<file path="src/rtl/ld_unit.sv">
// Sequential load unit: memory load (direct or register-indirect) or immediate
// merge into a selected source register, with req/ack handshake and timeout.
module ld_unit #(
    parameter int DATA_W  = 16,
    parameter int ADDR_W  = 8,
    parameter int NREG    = 4,
    parameter int TIMEOUT = 15,
    localparam int SEL_W  = (NREG > 2) ? $clog2(NREG) : 1
) (
    input  logic                   clk,
    input  logic                   rst,
    input  logic                   start,
    input  logic [1:0]             mode,
    input  logic [SEL_W-1:0]       src_sel,
    input  logic [ADDR_W-1:0]      imm,
    input  logic [NREG*DATA_W-1:0] regs_in,
    output logic                   mem_req,
    output logic [ADDR_W-1:0]      mem_addr,
    input  logic                   mem_ack,
    input  logic [DATA_W-1:0]      mem_rdata,
    output logic                   busy,
    output logic                   out_valid,
    output logic [DATA_W-1:0]      out_data,
    output logic                   out_err
);

    localparam int CNT_W = (TIMEOUT > 1) ? $clog2(TIMEOUT) : 1;

    typedef enum logic [1:0] {
        IDLE,
        MEM,
        DONE
    } state_e;

    typedef enum logic [1:0] {
        LD_MEM    = 2'b00,
        LD_IMM_LO = 2'b01,
        LD_IMM_HI = 2'b10,
        LD_IND    = 2'b11
    } ld_mode_e;

    state_e           state;
    logic [CNT_W-1:0] cnt;
    logic [DATA_W-1:0] sel_val;
    logic [DATA_W-1:0] imm_lo;
    logic [DATA_W-1:0] imm_hi;
    logic              timeout_hit;
    ld_mode_e          mode_e;

    assign mode_e = ld_mode_e'(mode);

    // Out-of-range selects never match an index and therefore read as zero.
    always_comb begin
        sel_val = '0;
        for (int unsigned k = 0; k < NREG; k++) begin
            if (src_sel == SEL_W'(k)) begin
                sel_val = regs_in[k*DATA_W +: DATA_W];
            end
        end
    end

    if (DATA_W > ADDR_W) begin : g_merge
        assign imm_lo = {sel_val[DATA_W-1:ADDR_W], imm};
        assign imm_hi = {imm, sel_val[DATA_W-ADDR_W-1:0]};
    end else begin : g_merge_full
        assign imm_lo = imm;
        assign imm_hi = imm;
    end

    // cnt holds the number of completed ack-less MEM cycles before this one.
    always_comb begin
        timeout_hit = (TIMEOUT != 0) && (cnt == CNT_W'(TIMEOUT - 1));
    end

    always_ff @(posedge clk or posedge rst) begin
        if (rst) begin
            state     <= IDLE;
            cnt       <= '0;
            mem_req   <= 1'b0;
            mem_addr  <= '0;
            busy      <= 1'b0;
            out_valid <= 1'b0;
            out_err   <= 1'b0;
            out_data  <= '0;
        end else begin
            case (state)
                IDLE: begin
                    if (start) begin
                        busy <= 1'b1;
                        case (mode_e)
                            LD_IMM_LO: begin
                                out_data  <= imm_lo;
                                out_valid <= 1'b1;
                                out_err   <= 1'b0;
                                state     <= DONE;
                            end
                            LD_IMM_HI: begin
                                out_data  <= imm_hi;
                                out_valid <= 1'b1;
                                out_err   <= 1'b0;
                                state     <= DONE;
                            end
                            LD_MEM: begin
                                mem_addr <= imm;
                                mem_req  <= 1'b1;
                                cnt      <= '0;
                                state    <= MEM;
                            end
                            default: begin
                                mem_addr <= sel_val[ADDR_W-1:0];
                                mem_req  <= 1'b1;
                                cnt      <= '0;
                                state    <= MEM;
                            end
                        endcase
                    end
                end
                MEM: begin
                    // Ack takes priority over a timeout expiring in the same cycle.
                    if (mem_ack) begin
                        out_data  <= mem_rdata;
                        mem_req   <= 1'b0;
                        out_valid <= 1'b1;
                        out_err   <= 1'b0;
                        state     <= DONE;
                    end else if (timeout_hit) begin
                        mem_req   <= 1'b0;
                        out_valid <= 1'b1;
                        out_err   <= 1'b1;
                        state     <= DONE;
                    end else begin
                        cnt <= cnt + 1'b1;
                    end
                end
                DONE: begin
                    out_valid <= 1'b0;
                    out_err   <= 1'b0;
                    busy      <= 1'b0;
                    state     <= IDLE;
                end
                default: begin
                    state     <= IDLE;
                    mem_req   <= 1'b0;
                    busy      <= 1'b0;
                    out_valid <= 1'b0;
                    out_err   <= 1'b0;
                end
            endcase
        end
    end

endmodule

</file>
<file path="config.mk">
export PLATFORM = sky130hd
export DESIGN_NAME = ld_unit
export DESIGN_NICKNAME = d
export VERILOG_FILES = /design/src/rtl/ld_unit.sv
export SDC_FILE = /design/constraint.sdc
export NUM_CORES = 1
export LEC_CHECK = 0
export BUFFER_PORTS_ARGS = -buffer_cell sky130_fd_sc_hd__buf_4
export CAP_MARGIN = 10
export CORE_AREA = 3 3 72 91
export DETAILED_ROUTE_END_ITERATION = 7
export DIE_AREA = 0 0 75 94
export GPL_ROUTABILITY_DRIVEN = 0
export GPL_TIMING_DRIVEN = 0
export PLACE_DENSITY_LB_ADDON = 0.12
export SETUP_SLACK_MARGIN = 0.05
export SYNTH_ARGS = -nofsm -noshare
export SYNTH_HDL_FRONTEND = slang
export SYNTH_SLANG_ARGS = --single-unit
</file>
<file path="constraint.sdc">
create_clock -name clk -period 1.6 [get_ports clk]
set_input_delay 0.16 -clock clk [delete_from_list [all_inputs] [get_ports clk]]
set_output_delay 0.16 -clock clk [all_outputs]
set_load 0.1 [all_outputs]
</file>
==> qor.txt <==
YOSYS
------------------------------------------------------------------------------------------
Fraction of post-synthesis cell area in the top cell type by area                    0.363
Number of cells produced by synthesis                                                  222
Most frequently used cell type in the post-synthesis netlist                  sky130_fd_sc_hd__dfrtp_1
Fraction of synthesis flops using an asynchronous set or reset pin                    1.00
Post-synthesis sequential element count                                                 34
Adder-cell share of the synthesized area                                            0.0267
Post-synthesis cell area                                                        2340 sq um
Number of enable-type register cells in the synthesized netlist                          0
Number of warning messages in the yosys log                                              0
Sequential element share of the synthesized area                                     0.363
Synth cell types                                                                        34
Synth top cells by count                                                      sky130_fd_sc_hd__dfrtp_1, sky130_fd_sc_hd__o21ai_0, sky130_fd_sc_hd__o211ai_1, sky130_fd_sc_hd__o31ai_1, sky130_fd_sc_hd__a211oi_1
Top cells by area, synth                                                      sky130_fd_sc_hd__dfrtp_1, sky130_fd_sc_hd__mux4_2, sky130_fd_sc_hd__mux4_1
Simple-gate portion of the synthesized area                                          0.101
Synth Area in Compound Gates                                                         0.242
Mux cell area share after synthesis                                                  0.206
Synth Flop Type                                                               sky130_fd_sc_hd__dfrtp_1
Combinational family with the most area after synthesis                       compound AO/OA/AOI/OAI gates
Cell accounting for the most synthesized area                                 sky130_fd_sc_hd__dfrtp_1
Xor/xnor cell area share of the yosys netlist                                            0
Number of nets in the synthesized netlist                                              323
Synthesized area divided by synthesized cell count                              10.6 sq um

WORST SETUP PATH
------------------------------------------------------------------------------------------
Cell repeated most along the worst path                                       sky130_fd_sc_hd__buf_6
Critical path fanouts, max                                                               9
Critical path class                                                             reg -> reg
Startpoint type of the worst setup path                                               flop
Largest delay contributor family on the critical path                         simple AND/OR/NAND/NOR gates
CP Launch Point                                                                   state[0]
Data required, critical path                                                       1.76 ns
Crit path capture type                                                                flop
Buffering stage count on the worst path with inverters included                          2
Max stage delay on crit path                                                       0.54 ns
Critical Path Slowest Stage Cell                                              sky130_fd_sc_hd__or4b_4
Worst flop-to-flop path startpoint                                                state[0]
Signal arrival time at the worst endpoint                                          1.69 ns
Worst-path cell chain                                                         buf_6 -> or4b_4 -> buf_6 -> o211ai_1 -> o31ai_1

GLOBAL ROUTING
------------------------------------------------------------------------------------------
Wire length of the first global-routing pass                                  11000 microns
Number of global-route vias before repair                                             2354
Total grt overflow                                                                       0
Global Route Usage Sum                                                               0.207
Pin count of the biggest net entering global routing                                    23
Antenna violations before repair                                                         0

ROUTING
------------------------------------------------------------------------------------------
Met3 layer wire length in the routed design                                    672 microns
Post-detailed-route wirelength per cell                                       17.3 microns
Via count                                                                             2370
Post-route met1 wirelength                                                    2690 microns
Avg Vias per Cell                                                                     5.67
Number of nets with antenna violations after routing                                     0
Post-detailed-route DRC marker count                                                     0
Routed wire length                                                            7210 microns
Starting DRT DRC Count                                                                 133
Router iterations before antenna repair                                                  4
Top layer in use                                                                      met4
Length of routed met2 wiring                                                  3700 microns

RUN
------------------------------------------------------------------------------------------
Max-capacitance violation count                                                          0

STA
------------------------------------------------------------------------------------------
Number of hold violations in the final report                                            0
Unrepaired setup endpoints after global routing                                       true
Number of max-slew violations in the final report                                        0
Total negative slack for setup checks                                                 0 ns
Relative slew slack                                                                  0.596
Final setup margin                                                               0.0682 ns
Timing-limited maximum frequency                                                   653 MHz
Post-Route Skew                                                                 0.00280 ns
Pin slew with the least headroom to its limit                                     0.605 ns
Share of the clock period used by the worst path                                     0.957
Fin Hold WS                                                                       0.111 ns
Number of setup violations in the final report                                           0
Post-layout min period                                                             1.53 ns

FLOORPLAN
------------------------------------------------------------------------------------------
Width of the die                                                                75 microns
DIE HEIGHT                                                                      94 microns
Top Ports                                                                              124
Area inside the core boundary                                                   5780 sq um
Core Rows                                                                               31
Initial Utilization                                                                  0.406
Overall die area                                                                7050 sq um

CLOCK NETWORK
------------------------------------------------------------------------------------------
Root buf cell                                                                 sky130_fd_sc_hd__clkbuf_8
Deepest clock path buffer count                                                          2
Level count of the clock H-tree                                                          2
Clock edge transition at the registers on the reported setup and hold paths        0.06 ns
Insertion delay to the later sink of the worst-skew pair                           0.28 ns
CTS tree                                                                               yes
Num Clock Sinks                                                                         34
Inserted Clock Buffers                                                                   5

CELLS AND AREA
------------------------------------------------------------------------------------------
Final core area utilization                                                          0.612
Fin area                                                                        3530 sq um
Fraction of layout cells with a size suffix above 1                                  0.463
Cell Count, Final, Fillers Out                                                         418
Number of nets in the final layout                                                     453
Post-synthesis to final-layout area growth                                           50.7%
Total inserted antenna cells                                                             0

HOLD PATH
------------------------------------------------------------------------------------------
Min-Delay Path Class                                                             in -> reg
Worst hold start                                                                   mem_ack

PLACEMENT
------------------------------------------------------------------------------------------
Detailed placer's ending HPWL                                                 5930 microns
Count of input and output buffers                                                      121
Worst slack after detailed placement                                             -0.335 ns
Cell area after placement                                                       3360 sq um
Number of placed cells counting well taps                                              410

POWER
------------------------------------------------------------------------------------------
Power density relative to cell area                                           1840 nW/um^2
Post-route total power                                                             6.49 mW
VDD IR-drop max                                                                     845 uV
Leakage                                                                            1.64 nW

OUTCOME
------------------------------------------------------------------------------------------
Outcome                                                                          completed

## report_power, final
part | internal [mW] | total, mW | switching [mW] | leakage (nW)
clock | 0.299 | 0.589 | 0.289 | 0.0383
combinational | 1.11 | 4.43 | 3.32 | 1.17
sequential | 1.23 | 1.46 | 0.236 | 0.428
## registers in the layout (all words and copies together) (netlist names)
name,cells
out_err,1
mem_addr,8
out_valid,1
state,2
busy,1
out_data,16
mem_req,1
cnt,4
## area by class of cell
| class | count | area (sq um) |
|---|---|---|
| clock buffers | 7 | 76.3 |
| fillers | 508 | 2240 |
| multi-input cells | 159 | 1380 |
| inverters | 7 | 26.3 |
| flip-flops and latches | 34 | 851 |
| plain buffers | 19 | 148 |
| well taps | 66 | 82.6 |
| repair buffers | 126 | 970 |
## worst register-to-register path, stage by stage (launching register included)
cell and delay, ns:
sky130_fd_sc_hd__dfrtp_1 0.40, sky130_fd_sc_hd__buf_6 0.14, sky130_fd_sc_hd__or4b_4 0.54, sky130_fd_sc_hd__buf_6 0.16, sky130_fd_sc_hd__o211ai_1 0.08, sky130_fd_sc_hd__o31ai_1 0.09
## per-layer routing
metal	vias up	track usage
li1	1119	-
met1	1114	0.241
met2	121	0.348
met3	16	0.0610
met4	0	0.0816
met5	-	0
## cell families (layout without fill, tap and decap cells)
family                     count (synthesis)  count (layout)
muxes                                     26              26
AOI/OAI and AO/OA                         85              85
buffers and inverters                     29             159
DFF                                       34              34
and+or+nand+nor                           43              43
adders and majority gates                  5               5
## placed cells by master (no fill, tap or decap), types with 9 or more instances in the layout
cell	count
sky130_fd_sc_hd__a211oi_1	15
sky130_fd_sc_hd__and2_1	9
sky130_fd_sc_hd__buf_4	123
sky130_fd_sc_hd__dfrtp_1	34
sky130_fd_sc_hd__mux2i_1	10
sky130_fd_sc_hd__mux4_2	10
sky130_fd_sc_hd__nand2_1	12
sky130_fd_sc_hd__nor2b_1	9
sky130_fd_sc_hd__o211ai_1	17
sky130_fd_sc_hd__o21ai_0	22
sky130_fd_sc_hd__o31ai_1	17
## final timing paths
kind	to	slack (ns)	depth (start not counted)
worst max-delay path	cnt[1]	0.07	5
worst min-delay path	out_err	0.11	2
worst max register to register	cnt[1]	0.07	5
worst min register to register	mem_addr[3]	0.49	2
max in group asynchronous	mem_req	0.58	4
min in group asynchronous	out_data[0]	0.51	3
## what timing repair did
item	CTS	global route
resized for setup	12	23
hold buffers	1	0
setup endpoints to repair	25	25
endpoints found under the hold margin	12	0
setup buffers	0	1
pin swaps	1	1
cloned	1	1
Power figures use the tool's default switching activity.
